--- src/rtl/voq_sched_pkg.sv ---
// Shared types and helpers for the VOQ crossbar scheduler.
package voq_sched_pkg;

  typedef enum logic [1:0] {
    IDLE = 2'd0,
    SCAN = 2'd1,
    DONE = 2'd2
  } state_t;

  localparam int MAX_PORTS = 16;

  function automatic int next_idx(input int idx, input int n);
    return (idx + 1) % n;
  endfunction

endpackage

--- src/rtl/voq_sched_rr_pick.sv ---
// Combinational rotating-priority finder: first egress at or after start that is
// non-empty and not yet taken.
module rr_pick #(
  parameter int N_PORTS = 4
) (
  input  logic [$clog2(N_PORTS)-1:0] start,
  input  logic [N_PORTS-1:0]         empty,
  input  logic [N_PORTS-1:0]         taken,
  output logic                       found,
  output logic [$clog2(N_PORTS)-1:0] idx
);

  localparam int SEL_W = $clog2(N_PORTS);

  always_comb begin
    logic [SEL_W-1:0] cand;
    found = 1'b0;
    idx   = '0;
    cand  = '0;
    // Walk from the farthest candidate back so the nearest one wins last.
    for (int k = N_PORTS - 1; k >= 0; k--) begin
      cand = start + SEL_W'(k);
      if (!empty[cand] && !taken[cand]) begin
        found = 1'b1;
        idx   = cand;
      end
    end
  end

endmodule

--- src/rtl/voq_sched.sv ---
// N-port VOQ crossbar scheduler: one ingress is matched per SCAN cycle.
// Define VOQ_SCHED_RR_EN for round-robin pointers; otherwise static priority.
module voq_sched
  import voq_sched_pkg::*;
#(
  parameter int N_PORTS = 4,
  parameter int SEL_W   = $clog2(N_PORTS)
) (
  input  logic                         clk,
  input  logic                         reset,
  input  logic                         sched_en,
  output logic                         sched_ready,
  input  logic [N_PORTS-1:0]           is_busy,
  input  logic [N_PORTS*SEL_W-1:0]     busy_voq_num,
  input  logic [N_PORTS*N_PORTS-1:0]   voq_empty,
  output logic [N_PORTS*SEL_W-1:0]     sched_sel,
  output logic [N_PORTS-1:0]           sched_sel_en,
  output logic                         sched_done
);

  state_t state_reg, state_next;

  logic [SEL_W-1:0]           scan_idx_reg;
  logic [SEL_W-1:0]           scan_cnt_reg;
  logic [N_PORTS-1:0]         busy_snap_reg;
  logic [N_PORTS*SEL_W-1:0]   busy_num_snap_reg;
  logic [N_PORTS*N_PORTS-1:0] empty_snap_reg;
  logic [N_PORTS-1:0]         taken_reg;
  logic [SEL_W-1:0]           stage_sel_reg [N_PORTS];
  logic [N_PORTS-1:0]         stage_en_reg;
  logic [SEL_W-1:0]           sched_sel_reg [N_PORTS];
  logic [N_PORTS-1:0]         sched_sel_en_reg;
  logic                       sched_done_reg;

  logic [N_PORTS-1:0] empty_row    [N_PORTS];
  logic [SEL_W-1:0]   busy_num_row [N_PORTS];
  logic [SEL_W-1:0]   busy_in_row  [N_PORTS];
  logic [N_PORTS-1:0] taken_init;
  logic [SEL_W-1:0]   cur_rr;
  logic [SEL_W-1:0]   start_ingress;
  logic               cur_busy;
  logic               pick_found;
  logic [SEL_W-1:0]   pick_idx;

  for (genvar gi = 0; gi < N_PORTS; gi++) begin : g_rows
    assign empty_row[gi]    = empty_snap_reg[gi*N_PORTS +: N_PORTS];
    assign busy_num_row[gi] = busy_num_snap_reg[gi*SEL_W +: SEL_W];
    assign busy_in_row[gi]  = busy_voq_num[gi*SEL_W +: SEL_W];
    assign sched_sel[gi*SEL_W +: SEL_W] = sched_sel_reg[gi];
  end

  // Egresses held by mid-packet ingresses are unavailable to the picker.
  always_comb begin
    taken_init = '0;
    for (int i = 0; i < N_PORTS; i++) begin
      if (is_busy[i]) taken_init[busy_in_row[i]] = 1'b1;
    end
  end

  assign cur_busy = busy_snap_reg[scan_idx_reg];

  rr_pick #(.N_PORTS(N_PORTS)) u_pick (
    .start (cur_rr),
    .empty (empty_row[scan_idx_reg]),
    .taken (taken_reg),
    .found (pick_found),
    .idx   (pick_idx)
  );

`ifdef VOQ_SCHED_RR_EN
  logic [SEL_W-1:0] rr_ptr_reg [N_PORTS];
  logic [SEL_W-1:0] start_ingress_reg;

  always_ff @(posedge clk) begin
    if (reset) begin
      for (int i = 0; i < N_PORTS; i++) rr_ptr_reg[i] <= '0;
      start_ingress_reg <= '0;
    end else begin
      if (state_reg == SCAN && !cur_busy && pick_found)
        rr_ptr_reg[scan_idx_reg] <= SEL_W'(next_idx(int'(pick_idx), N_PORTS));
      if (state_reg == DONE)
        start_ingress_reg <= SEL_W'(next_idx(int'(start_ingress_reg), N_PORTS));
    end
  end

  assign cur_rr        = rr_ptr_reg[scan_idx_reg];
  assign start_ingress = start_ingress_reg;
`else
  assign cur_rr        = '0;
  assign start_ingress = '0;
`endif

  always_comb begin
    state_next = state_reg;
    case (state_reg)
      IDLE:    if (sched_en) state_next = SCAN;
      SCAN:    if (scan_cnt_reg == SEL_W'(N_PORTS - 1)) state_next = DONE;
      DONE:    state_next = IDLE;
      default: state_next = IDLE;
    endcase
  end

  always_ff @(posedge clk) begin
    if (reset) begin
      state_reg         <= IDLE;
      scan_idx_reg      <= '0;
      scan_cnt_reg      <= '0;
      busy_snap_reg     <= '0;
      busy_num_snap_reg <= '0;
      empty_snap_reg    <= '0;
      taken_reg         <= '0;
      stage_en_reg      <= '0;
      sched_sel_en_reg  <= '0;
      sched_done_reg    <= 1'b0;
      for (int i = 0; i < N_PORTS; i++) begin
        stage_sel_reg[i] <= '0;
        sched_sel_reg[i] <= '0;
      end
    end else begin
      state_reg      <= state_next;
      sched_done_reg <= 1'b0;
      case (state_reg)
        IDLE: begin
          if (sched_en) begin
            busy_snap_reg     <= is_busy;
            busy_num_snap_reg <= busy_voq_num;
            empty_snap_reg    <= voq_empty;
            taken_reg         <= taken_init;
            sched_sel_en_reg  <= '0;
            scan_idx_reg      <= start_ingress;
            scan_cnt_reg      <= '0;
          end
        end
        SCAN: begin
          if (cur_busy) begin
            stage_sel_reg[scan_idx_reg] <= busy_num_row[scan_idx_reg];
            stage_en_reg[scan_idx_reg]  <= 1'b1;
          end else if (pick_found) begin
            stage_sel_reg[scan_idx_reg] <= pick_idx;
            stage_en_reg[scan_idx_reg]  <= 1'b1;
            taken_reg[pick_idx]         <= 1'b1;
          end else begin
            stage_sel_reg[scan_idx_reg] <= '0;
            stage_en_reg[scan_idx_reg]  <= 1'b0;
          end
          scan_idx_reg <= SEL_W'(next_idx(int'(scan_idx_reg), N_PORTS));
          scan_cnt_reg <= scan_cnt_reg + 1'b1;
        end
        DONE: begin
          sched_sel_reg    <= stage_sel_reg;
          sched_sel_en_reg <= stage_en_reg;
          sched_done_reg   <= 1'b1;
        end
        default: ;
      endcase
    end
  end

  assign sched_ready  = (state_reg == IDLE);
  assign sched_sel_en = sched_sel_en_reg;
  assign sched_done   = sched_done_reg;

endmodule
--- config.mk ---
export PLATFORM = sky130hd
export DESIGN_NAME = voq_sched
export DESIGN_NICKNAME = d
export VERILOG_FILES = /design/src/rtl/voq_sched_pkg.sv /design/src/rtl/voq_sched_rr_pick.sv /design/src/rtl/voq_sched.sv
export SDC_FILE = /design/constraint.sdc
export NUM_CORES = 1
export LEC_CHECK = 0
export CAP_MARGIN = 10
export CELL_PAD_IN_SITES_DETAIL_PLACEMENT = 1
export CELL_PAD_IN_SITES_GLOBAL_PLACEMENT = 1
export CORE_AREA = 2 2 94 96
export DETAILED_ROUTE_END_ITERATION = 8
export DIE_AREA = 0 0 96 98
export GPL_TIMING_DRIVEN = 1
export PLACE_DENSITY_LB_ADDON = 0.25
export SYNTH_ARGS = -nofsm -noshare
export SYNTH_HDL_FRONTEND = slang
export SYNTH_SLANG_ARGS = --single-unit
--- constraint.sdc ---
create_clock -name clk -period 2.2 [get_ports clk]
set_clock_uncertainty 0.15 [all_clocks]
set_input_delay 0.33 -clock clk [delete_from_list [all_inputs] [get_ports clk]]
set_output_delay 0.33 -clock clk [all_outputs]
set_load 0.05 [all_outputs]
=== Yosys cells after proc, flatten, opt, wreduce, memory -nomap -nowiden ===
Index checks and enable logic that the tools add are counted.

* Flip-flop bits (word level): 63
* Bits in latches: 0
* RAM bits: 0
* Bits in read-only memories: 0
* Input port bits: 31
* Output and inout bits: 14
* Word-level logic and storage cells: 131
* Memories kept: 0

* Add/sub/neg operators: 2
* Multiply operators: 0
* Divide/modulo/power cells: 0
* Magnitude comparators: 14
* Equal/unequal tests: 7
* Shift operators: 0
* Muxes and demuxes: 53
* Bitwise operators: 10
* Reductions and logical operators: 27

{| class="wikitable"
|+ Operator list
! cell !! count
|-
| $mux 4 || 12
|-
| $mux 2 || 10
|-
| $or 4x4->4 || 5
|-
| $lt 2x3->1 const B || 6
|-
| $bwmux 8 || 2
|-
| $mux 8 || 2
|-
| $pmux 4 s2 || 2
|-
| $demux 1 s2 || 6
|-
| $ge 2x1->1 const B || 6
|-
| $mux 1 || 12
|-
| $pmux 2 s2 || 3
|-
| $logic_and 1x1->1 || 11
|-
| $and 8x8->8 || 1
|-
| $bmux 4 s2 || 1
|-
| $logic_not 1->1 || 8
|-
| $ne 2x2->1 const B || 4
|-
| $not 8->8 || 1
|-
| $reduce_and 2->1 || 4
|-
| $add 2x1->2 const B || 2
|-
| $and 4x4->4 || 1
|-
| $bmux 2 s2 || 1
|-
| $demux 2 s2 || 1
|-
| $eq 2x2->1 const B || 2
|-
| $not 4->4 || 1
|-
| other kinds (8) || 9
|}

=== Depth between registers and ports, before layout ===
* Depth in word-level cells: 18
* Gate-level depth with buffers: 7
* Mapped depth without buffers: 6

=== By module ===
Synthesis repeated with hierarchy kept, for this count alone.

* Cell total of the unflattened synthesis: 355
* Area total of the unflattened synthesis: 2855.2 sq um

{| class="wikitable"
|+ Modules (own cells, without submodules)
! module !! times used !! cells an instance !! area an instance (sq um) !! sequential area each (sq um)
|-
| voq_sched || 1 || 339 || 2760.1 || 1261.2
|-
| rr_pick || 1 || 16 || 95.1 || 0.0
|}

=== Worst setup path after synthesis ===
Ideal clock, no wire load.

* Path kind: reg-to-reg
* From: register scan_idx_reg[0]
* To: register stage_sel_reg[6] in the netlist's numbering
* Setup time: 0.122 ns
* Data arrival time: 1.870 ns
* Required time: 1.928 ns
* Setup slack: 0.059 ns
* Stages on the path, launching flop included: 7
* Path buffers: 2
* Period minus slack after synthesis: 2.141 ns
* Cells stage by stage: dfxtp_1 buf_6 mux4_2 o22ai_4 nor4_4 buf_6 o311a_1

* Longest elaborated chain between the ends: 13
* Elaborated cells on any way between the ends: 36
* Classes of those cells: order compare (2); mux (22); bitwise (3); reduce/logical (9)

{| class="wikitable"
|+ Ends and longest elaborated chain
! what !! line !! RTL
|-
| start: declaration || voq_sched.sv:23 || <nowiki>logic [SEL_W-1:0] scan_idx_reg;</nowiki>
|-
| start signal: assignment || voq_sched.sv:130 || <nowiki>scan_idx_reg <= start_ingress;</nowiki>
|-
| start signal: assignment || voq_sched.sv:146 || <nowiki>scan_idx_reg <= SEL_W'(next_idx(int'(scan_idx_reg), N_PORTS));</nowiki>
|-
| $not 2->3 (not written as such) || -- ||
|-
| $bmux 4 s2 || voq_sched.sv:64 || <nowiki>.empty (empty_row[scan_idx_reg]),</nowiki>
|-
| $mux 4 (not written as such) (2 in series) || voq_sched.sv:64 ||
|-
| $logic_not 1->1 || voq_sched_rr_pick.sv:23 || <nowiki>if (!empty[cand] && !taken[cand]) begin</nowiki>
|-
| $logic_and 1x1->1 || voq_sched_rr_pick.sv:23 ||
|-
| $mux 2 (4 in series) || voq_sched_rr_pick.sv:23 ||
|-
| $bwmux 8 || voq_sched.sv:139 || <nowiki>stage_sel_reg[scan_idx_reg] <= pick_idx;</nowiki>
|-
| $mux 8 || voq_sched.sv:138 || <nowiki>end else if (pick_found) begin</nowiki>
|-
| $mux 8 (*) || voq_sched.sv:135 || <nowiki>if (cur_busy) begin</nowiki>
|-
| end signal: indexed assignment || voq_sched.sv:136 || <nowiki>stage_sel_reg[scan_idx_reg] <= busy_num_row[scan_idx_reg];</nowiki>
|-
| end signal: indexed assignment || voq_sched.sv:139 ||
|-
| end: declaration || voq_sched.sv:29 || <nowiki>logic [SEL_W-1:0] stage_sel_reg [N_PORTS];</nowiki>
|}

Every way passes the cells marked *; elsewhere a longest branch is shown, timed or not. The select of a mux whose other input is x is not followed.
A chain may end at the register's enable or synchronous reset.

=== Worst setup path after layout ===
* From: register scan_idx_reg[0]
* To: register stage_sel_reg[3] in the netlist's numbering

Same word-level chain as after synthesis.

==> reports/results.ini <==
[die]
die_area_sq_um = 9408
start_util_pct = 34.79
core_area_sq_um = 8466
die_height_um = 98
ios = 45
rows = 34
die_w_um = 96

[drt]
drc_errors = 0
wl_met1_um = 3602
drtPass1Iterations = 4
dr_wl_met3_um = 271
avgRoutedWirePerCell_um = 14.59
via_per_inst = 4.987
route.vias.total = 2598
drt_iter0_drc = 78
ant_nets = 0
wirelength_um = 7600
highest_layer = met4
route.met2.wl_um = 3641

[grt]
antenna_found_initial = 0
grt_max_degree = 36
grt_use_total_pct = 17.51
grt_overflow = 0
grt_pass1_vias = 2700
grt_pass1_wl_um = 12990

[synthesis]
syn-cell-area_sq_um = 2945
syn_nets = 394
synth_edf_count = 0
synthFlopType = dfxtp_1
yosys_register_bits = 63
synth-seq-area-share_pct = 42.82
yosysTopAreaCellShare_pct = 42.82
yosysWarnings = 0
synthCells = 358
avgSynthCellArea_sq_um = 8.227
synth_top_area_cell = dfxtp_1
ys_types = 34
synthArstFlopShare_pct = 0
netlist_top_cells_area = dfxtp_1 43%, nand2_1 11%, a21oi_1 8.8%

[timing]
setup_violations = 0
slew_headroom_pct = 61.80
period_needed_ps = 2140
slew_viol_final = 0
rsz0062_at_grt = no
hold_viol = 0
worst_pin_slew_ps = 571.8
fmax_mhz = 467.3
setup_tns_ps = 0
finalCritPeriodShare_pct = 97.27

[worst_hold_path]
worstHoldStart = reset
hp-class = input pin to flop

[cells_and_area]
layoutNonFillerInstCount = 521
fillers = 1009
area.sequential_sq_um = 1262
fin_area_sq_um = 3794
largest_reg_flops = 16
drive_gt1_share_pct = 13.80
multi_input_area_sq_um = 1583
diodes = 0
nets = 444
area_growth_pct = 28.80

[cts]
clockBufferDepth = 2
cts_tree = built
cts.sinks = 63
cts_buffers = 9
clock_latency_ps = 350
cts.reportedPaths.clkPinSlew_ps = 80
clock_tree.root_cell = clkbuf_8
h-tree-depth = 3

[worst_setup_path]
startpoint_type = flop
worstReg2RegStart = scan_idx_reg[0]$_SDFFE_PP0P_
arrival_ps = 2230
endpoint_kind = flop
cp.required_ps = 2290
crit_fanout = 6
crit_type = flop to flop
crit_start = scan_idx_reg[0]$_SDFFE_PP0P_

[run_status]
status = finished, final reports clean

[power_and_ir_drop]
p_per_area_nw_per_um2 = 707.6
cellLeakagePower_nw = 1.390
power_mw = 2.685
vdd_drop_max_uv = 289.8

[placed_design]
placement.io_buffers = 44
place.gp.congestion = 0.8386
dpl.cell_count = 504
place_area_sq_um = 3566
dpl.hpwl_um = 5747

[job]
drv_cap = 0

==> per-stage QoR <==
step	setup WS [ps]	util [%]	hold WS, ps
after floorplan	58.77	-	282.3
after global placement	52.75	42.12	292.0
after detailed placement	33.08	42.12	299.1
after CTS	9.283	44.58	218.0
after global routing	0.7381	44.81	254.9
final	59.97	44.81	233.0
==> placed cells by master (no fill, tap or decap), drive strengths merged, types with 5 or more instances in the layout <==
cell type	count
nand2	89
dfxtp	63
a21oi	52
clkdlybuf4s50	42
nor2	33
buf	18
clkbuf	10
nor3	10
and2	7
mux4	7
nand3	7
o21ai	7
nor2b	6
o21a	5
nor3b	5
a31oi	5
ha	5
==> cells in the mapped netlist (6+ instances only) <==
master and number:
nand3_1 7, nor2_1 33, a21oi_1 52, dfxtp_1 63
nor3_2 7, nor2b_1 6, and2_1 7, nand2_1 89
mux4_2 7, o21ai_0 6, clkbuf_1 16
==> cell families (layout without fill, tap and decap cells) <==
family                     Yosys count  in the layout  share of synthesized area (%)
and+or+nand+nor                    168            168                          26.64
AOI/OAI and AO/OA                   87             87                          18.01
buffers and inverters               24             79                          3.696
muxes                               11             11                          6.712
DFF                                 63             63                          42.82
adders and majority gates            5              5                          2.124
==> layout make-up <==
cell class,count,area share (%)
sequential,63,33.28
timing repair buffer,60,15.67
inverter,3,0.2968
tap,108,3.562
clock buffer,10,3.628
multi-input combinational,271,41.72
clock inverter,6,1.847
==> final timing paths <==
path / to / slack (ps) / cells after the start
hold reg to reg: sched_sel_en[0]$_SDFFE_PP0P_ / 300 / 2
setup / recovery: stage_sel_reg[3]$_SDFFE_PP0P_ / 60 / 7
hold / removal: empty_snap_reg[2]$_SDFFE_PP0P_ / 230 / 2
setup reg to reg: stage_sel_reg[3]$_SDFFE_PP0P_ / 60 / 7
==> critical path, stage by stage, from the launching register on <==
cell	delay (ps)
dfxtp_2	350
buf_12	120
mux4_2	550
o22ai_4	280
buf_6	170
mux2i_2	210
o22a_1	170
nor3_2	40
==> power breakdown <==
part	total [mW]	internal [mW]	switching, mW
logic	0.412	0.190	0.222
registers	1.23	1.20	0.0387
clock network	1.04	0.557	0.481
total	2.68	1.94	0.741
==> what timing repair did <==
action / in CTS / in global routing
hold buffers: 0 / 0
setup buffers: 0 / 1
setup endpoints to repair: 0 / 11
gates resized for setup: 0 / 4
==> per-layer routing <==
layer / up-vias / global-route usage (%)
li1: 1334 / -
met1: 1208 / 22.41
met2: 46 / 29.01
met3: 10 / 4.552
met4: 0 / 4.615
met5: - / 0
(Power assumes the default switching activity.)
